## src/rtl/bcd_countdown_timer_if.sv

```systemverilog
// Control and digit bundle for the mm:ss countdown timer.
// master drives presets and commands, slave returns digits and status.
interface bcd_countdown_timer_if;
    logic       load;
    logic [7:0] load_min;
    logic [7:0] load_sec;
    logic       start;
    logic       pause;
    logic [3:0] min_t;
    logic [3:0] min_u;
    logic [3:0] sec_t;
    logic [3:0] sec_u;
    logic       running;
    logic       expired;
    logic       done;

    modport master (
        output load, load_min, load_sec, start, pause,
        input  min_t, min_u, sec_t, sec_u, running, expired, done
    );

    modport slave (
        input  load, load_min, load_sec, start, pause,
        output min_t, min_u, sec_t, sec_u, running, expired, done
    );
endinterface

```

## src/rtl/bcd_countdown_timer.sv

```systemverilog
// Four-digit BCD mm:ss countdown timer with 1 Hz prescaler,
// borrow chain and load/run/pause/expire control.
module bcd_countdown_timer #(
    parameter int TICK_DIV = 100000000,
    parameter int PW       = 27
) (
    input  logic                  clk,
    input  logic                  reset,
    bcd_countdown_timer_if.slave  bus
);
    localparam logic [1:0] IDLE    = 2'd0;
    localparam logic [1:0] RUN     = 2'd1;
    localparam logic [1:0] PAUSE   = 2'd2;
    localparam logic [1:0] EXPIRED = 2'd3;

    logic [1:0]    state;
    logic [PW-1:0] presc;
    logic [3:0]    mt, mu, st, su;
    logic [3:0]    nmt, nmu, nst, nsu;
    logic          done_q;
    logic          tick;
    logic          zero_now;
    logic          zero_next;

    function automatic logic [3:0] clamp(input logic [3:0] d,
                                         input logic [3:0] mx);
        return (d > mx) ? mx : d;
    endfunction

    assign tick      = (presc == PW'(TICK_DIV - 1));
    assign zero_now  = ({mt, mu, st, su} == 16'h0000);
    assign zero_next = ({nmt, nmu, nst, nsu} == 16'h0000);

    // Borrow ripples upward only while the lower digit wraps.
    always_comb begin
        nmt = mt;
        nmu = mu;
        nst = st;
        nsu = su - 4'd1;
        if (su == 4'd0) begin
            nsu = 4'd9;
            nst = st - 4'd1;
            if (st == 4'd0) begin
                nst = 4'd5;
                nmu = mu - 4'd1;
                if (mu == 4'd0) begin
                    nmu = 4'd9;
                    nmt = mt - 4'd1;
                end
            end
        end
    end

    always_ff @(posedge clk) begin
        if (reset) begin
            state  <= IDLE;
            presc  <= '0;
            mt     <= 4'd0;
            mu     <= 4'd0;
            st     <= 4'd0;
            su     <= 4'd0;
            done_q <= 1'b0;
        end else begin
            done_q <= 1'b0;
            if (bus.load) begin
                mt    <= clamp(bus.load_min[7:4], 4'd9);
                mu    <= clamp(bus.load_min[3:0], 4'd9);
                st    <= clamp(bus.load_sec[7:4], 4'd5);
                su    <= clamp(bus.load_sec[3:0], 4'd9);
                state <= IDLE;
                presc <= '0;
            end else begin
                case (state)
                    IDLE: begin
                        if (!bus.pause && bus.start && !zero_now) begin
                            state <= RUN;
                            presc <= '0;
                        end
                    end
                    RUN: begin
                        presc <= tick ? '0 : presc + PW'(1);
                        if (tick) begin
                            mt <= nmt;
                            mu <= nmu;
                            st <= nst;
                            su <= nsu;
                        end
                        // Reaching zero overrides a coincident pause.
                        if (tick && zero_next) begin
                            state  <= EXPIRED;
                            done_q <= 1'b1;
                        end else if (bus.pause) begin
                            state <= PAUSE;
                        end
                    end
                    PAUSE: begin
                        if (!bus.pause && bus.start) state <= RUN;
                    end
                    default: ;
                endcase
            end
        end
    end

    assign bus.min_t   = mt;
    assign bus.min_u   = mu;
    assign bus.sec_t   = st;
    assign bus.sec_u   = su;
    assign bus.running = (state == RUN);
    assign bus.expired = (state == EXPIRED);
    assign bus.done    = done_q;
endmodule

```

## src/flat_wrapper.sv

```systemverilog
// flat-port wrapper written by rule: the top's interface ports become plain ports
module bcd_countdown_timer_flat 
#(
    parameter int TICK_DIV = 100000000,
    parameter int PW       = 27
)
  (clk, reset, bus_load, bus_load_min, bus_load_sec, bus_start, bus_pause, bus_min_t, bus_min_u, bus_sec_t, bus_sec_u, bus_running, bus_expired, bus_done);
  bcd_countdown_timer_if bus_i ();
  input  logic clk;
  input  logic reset;
  input wire logic [$bits(bus_i.load)-1:0] bus_load;
  input wire logic [$bits(bus_i.load_min)-1:0] bus_load_min;
  input wire logic [$bits(bus_i.load_sec)-1:0] bus_load_sec;
  input wire logic [$bits(bus_i.start)-1:0] bus_start;
  input wire logic [$bits(bus_i.pause)-1:0] bus_pause;
  output wire logic [$bits(bus_i.min_t)-1:0] bus_min_t;
  output wire logic [$bits(bus_i.min_u)-1:0] bus_min_u;
  output wire logic [$bits(bus_i.sec_t)-1:0] bus_sec_t;
  output wire logic [$bits(bus_i.sec_u)-1:0] bus_sec_u;
  output wire logic [$bits(bus_i.running)-1:0] bus_running;
  output wire logic [$bits(bus_i.expired)-1:0] bus_expired;
  output wire logic [$bits(bus_i.done)-1:0] bus_done;
  assign bus_i.load = bus_load;
  assign bus_i.load_min = bus_load_min;
  assign bus_i.load_sec = bus_load_sec;
  assign bus_i.start = bus_start;
  assign bus_i.pause = bus_pause;
  assign bus_min_t = bus_i.min_t;
  assign bus_min_u = bus_i.min_u;
  assign bus_sec_t = bus_i.sec_t;
  assign bus_sec_u = bus_i.sec_u;
  assign bus_running = bus_i.running;
  assign bus_expired = bus_i.expired;
  assign bus_done = bus_i.done;
  bcd_countdown_timer #(.TICK_DIV(TICK_DIV), .PW(PW)) u_core (.clk(clk), .reset(reset), .bus(bus_i));
endmodule
```

## config.mk

```make
export PLATFORM = sky130hd
export DESIGN_NAME = bcd_countdown_timer_flat
export DESIGN_NICKNAME = d
export VERILOG_FILES = /design/src/rtl/bcd_countdown_timer_if.sv /design/src/rtl/bcd_countdown_timer.sv /design/src/flat_wrapper.sv
export SDC_FILE = /design/constraint.sdc
export NUM_CORES = 1
export LEC_CHECK = 0
export CAP_MARGIN = 20
export CORE_ASPECT_RATIO = 0.75
export CORE_MARGIN = 2
export CORE_UTILIZATION = 58
export CTS_BUF_LIST = sky130_fd_sc_hd__clkbuf_16
export CTS_CLUSTER_DIAMETER = 50
export CTS_CLUSTER_SIZE = 14
export DETAILED_ROUTE_END_ITERATION = 7
export PLACE_DENSITY = 0.88
export SYNTH_ARGS = -nofsm -noshare
export SYNTH_HDL_FRONTEND = slang
export SYNTH_SLANG_ARGS = --single-unit
```

## constraint.sdc

```tcl
create_clock -name clk -period 5.4 [get_ports clk]
set_input_delay 0.81 -clock clk [delete_from_list [all_inputs] [get_ports clk]]
set_output_delay 0.81 -clock clk [all_outputs]
set_load 0.05 [all_outputs]
```

==> results.json <==
{
  "outcome": "completed",
  "finalHoldViolations": 0,
  "clk_path_buf_depth": 2,
  "vias": 2751,
  "rows": 21,
  "hp-class": "reg -> reg",
  "hpwl_um": 4940,
  "synthArstFlopShare": 0,
  "final.min_clock_period_ns": 2.76,
  "synth_area_leader_cell": "dfxtp_1",
  "ys_ff_latch": 46,
  "ys_seq_area_frac": 0.352,
  "grt_pass1_wl_um": 11500,
  "core_area_mm2": 0.00439,
  "grt_max_degree": 29,
  "cts_resized": 0,
  "initial_core_util": 0.596,
  "synth_nets": 361,
  "synthSimpleGateAreaFrac": 0.310,
  "fmax_mhz": 362,
  "p_leak_nw": 1.06,
  "wl_per_cell_um": 16.0,
  "layout_commonest_cell": "dfxtp_1",
  "grt_usage": 0.286,
  "arrival_ns": 1.95,
  "synth_compound_area_frac": 0.220,
  "timing.final.crit_share": 0.512,
  "detailedRoute.firstPassIterationCount": 5,
  "criticalPathCategory": "reg -> out",
  "cts_tree": "done",
  "synth_top_area_frac": 0.352,
  "cellPowerDensity_mw_per_mm2": 256,
  "ys.flop_type": "dfxtp_1",
  "yosysWarnings": 0,
  "io_pins": 40,
  "setup_tns_ns": 0,
  "postRouteAntennaNets": 0,
  "cts_buffers": 5,
  "htreeDepth": 2,
  "die_h_um": 62.2,
  "gp_congestion": 0.806,
  "r2r_cells": 5,
  "maxSlewHeadroom": 0.344,
  "slew_viol_final": 0,
  "maxCapViolations": 0,
  "io_buffers": 39,
  "synth-adder-area-share": 0.0144,
  "fin_hold_ws_ns": 0.486,
  "rsz0062_at_grt": "false",
  "yosys-mux-area-fraction": 0.0230,
  "syn_to_final_growth_pct": 22.6,
  "post_drt_via_cell_ratio": 6.40,
  "avgSynthCellArea_um2": 7.76,
  "cts-hold-fix-buffers": 0,
  "synth-edff-count": 0,
  "worstPathRequired_ns": 4.59,
  "wirelength_um": 6880,
  "clockRootBuffer": "clkbuf_16",
  "grt_pass1_vias": 2470,
  "fp.dieW_um": 81.5,
  "worstSkewPairLatency_ns": 0.29,
  "endpoint_kind": "output pin",
  "path_clk_slew_ns": 0.06,
  "crit_path_start_kind": "flip-flop",
  "finClkSkew_ns": 0.00732,
  "yosysUniqueCellTypes": 50,
  "synth_top_family_by_area": "simple AND/OR/NAND/NOR gates",
  "diodes": 0,
  "critical_path_peak_fanout": 7,
  "holdPathStages": 2,
  "grt_overflow_total": 0,
  "syn_area_mm2": 0.00262,
  "nets": 396,
  "synth_area_leaders": "dfxtp_1 (35%), a21oi_1 (6.1%), nand3_1 (4.0%)",
  "peakVddDrop_mv": 0.196,
  "synth-xor-area-share": 0.0335,
  "cts_setup_buffers": 0,
  "die_area_mm2": 0.00507,
  "clock_sinks": 46,
  "final_layout_size_suffix_gt1_frac": 0.0509,
  "final_cell_mix": "dfxtp_1 (46), clkdlybuf4s50_1 (39), a21oi_1 (32)",
  "drc": 0,
  "tightest_slew_ns": 0.976,
  "antenna_found_initial": 0,
  "synthCells": 337,
  "dr.first_iter.drc_count": 216,
  "finalSetupViolCount": 0
}
-- cells by family after synthesis --
group                    count (synthesis)
buffers and inverters                   32
XOR/XNOR                                10
AND/OR/NAND/NOR                        149
adder cells (fa/ha/maj)                  3
flip-flops                              46
AO/OA/AOI/OAI                           91
multiplexers                             6
-- metrics by stage --
step	setup slack (ns)	total power, mW	std cells	cell area [um^2]	utilization
3_3_place_gp	2.51	0.481	422	3040	0.693
5_1_grt	2.51	0.848	430	3210	0.731
6_report	2.64	0.820	430	3210	0.731
4_1_cts	2.65	0.820	430	3210	0.731
2_1_floorplan	2.94	0.437	337	2620	-
3_5_place_dp	2.45	0.484	422	3040	0.693
-- report_power, final --
group          switching, mW  internal [mW]
Sequential            0.0106          0.347
Clock                  0.126          0.215
Combinational         0.0726         0.0484
Total                  0.209          0.610
-- state kept, by name (all words and copies together), names as in the netlist --
| signal | count |
|---|---|
| u_core.presc | 27 |
| u_core.bus.done | 1 |
| u_core.bus.sec_t | 4 |
| u_core.state | 2 |
| u_core.bus.min_u | 4 |
| u_core.bus.min_t | 4 |
| u_core.bus.sec_u | 4 |
-- path summary, 6_finish.rpt --
check,from,end,slack [ns]
worst min-delay path,u_core.bus.sec_t[3]$_SDFFE_PP0P_,u_core.bus.sec_t[3]$_SDFFE_PP0P_,0.49
worst min register to register,u_core.bus.sec_t[3]$_SDFFE_PP0P_,u_core.bus.sec_t[3]$_SDFFE_PP0P_,0.49
worst max register to register,u_core.presc[17]$_SDFFE_PP0P_,u_core.bus.min_u[1]$_SDFFE_PP0P_,2.72
worst max-delay path,u_core.state[1]$_SDFFE_PP0P_,bus_running,2.64
-- cell usage after synthesis (3+ instances only) --
cell type and n:
a211oi_1 4, a21oi_1 32, a311oi_1 3, a31oi_1 13, and2_1 3, and3_1 5, buf_2 3, clkbuf_1 10
dfxtp_1 46, ha_1 3, inv_1 18, mux2i_1 6, nand2_1 26, nand2b_1 4, nand3_1 21, nand3b_1 3
nand4_1 8, nor2_1 25, nor3_1 9, nor4_1 14, o211ai_1 4, o21ai_0 14, o31ai_1 6, or2_2 6
or3_1 5, or4_1 7, xnor2_1 9
-- area by class of cell --
| class | count | area [um^2] |
|---|---|---|
| flip-flops and latches | 46 | 921 |
| inverters | 18 | 67.6 |
| fillers | 337 | 1180 |
| well taps | 57 | 71.3 |
| clock inverters | 3 | 37.5 |
| multi-input cells | 259 | 1570 |
| repair buffers | 42 | 413 |
| clock buffers | 5 | 125 |
-- layer usage --
layer	wire length, um	track usage	share of wire
met3	435	0.0552	0.063
met5	0	0	0
met2	3090	0.412	0.45
met4	89	0.0911	0.013
met1	3270	0.425	0.47
-- worst max-delay path, stage by stage, from the launching register on --
cell and delay, ns:
dfxtp_1 0.38, nand2b_1 0.25, inv_1 0.20, clkdlybuf4s50_1 0.84
No activity file was read; power rests on OpenSTA's default activity.
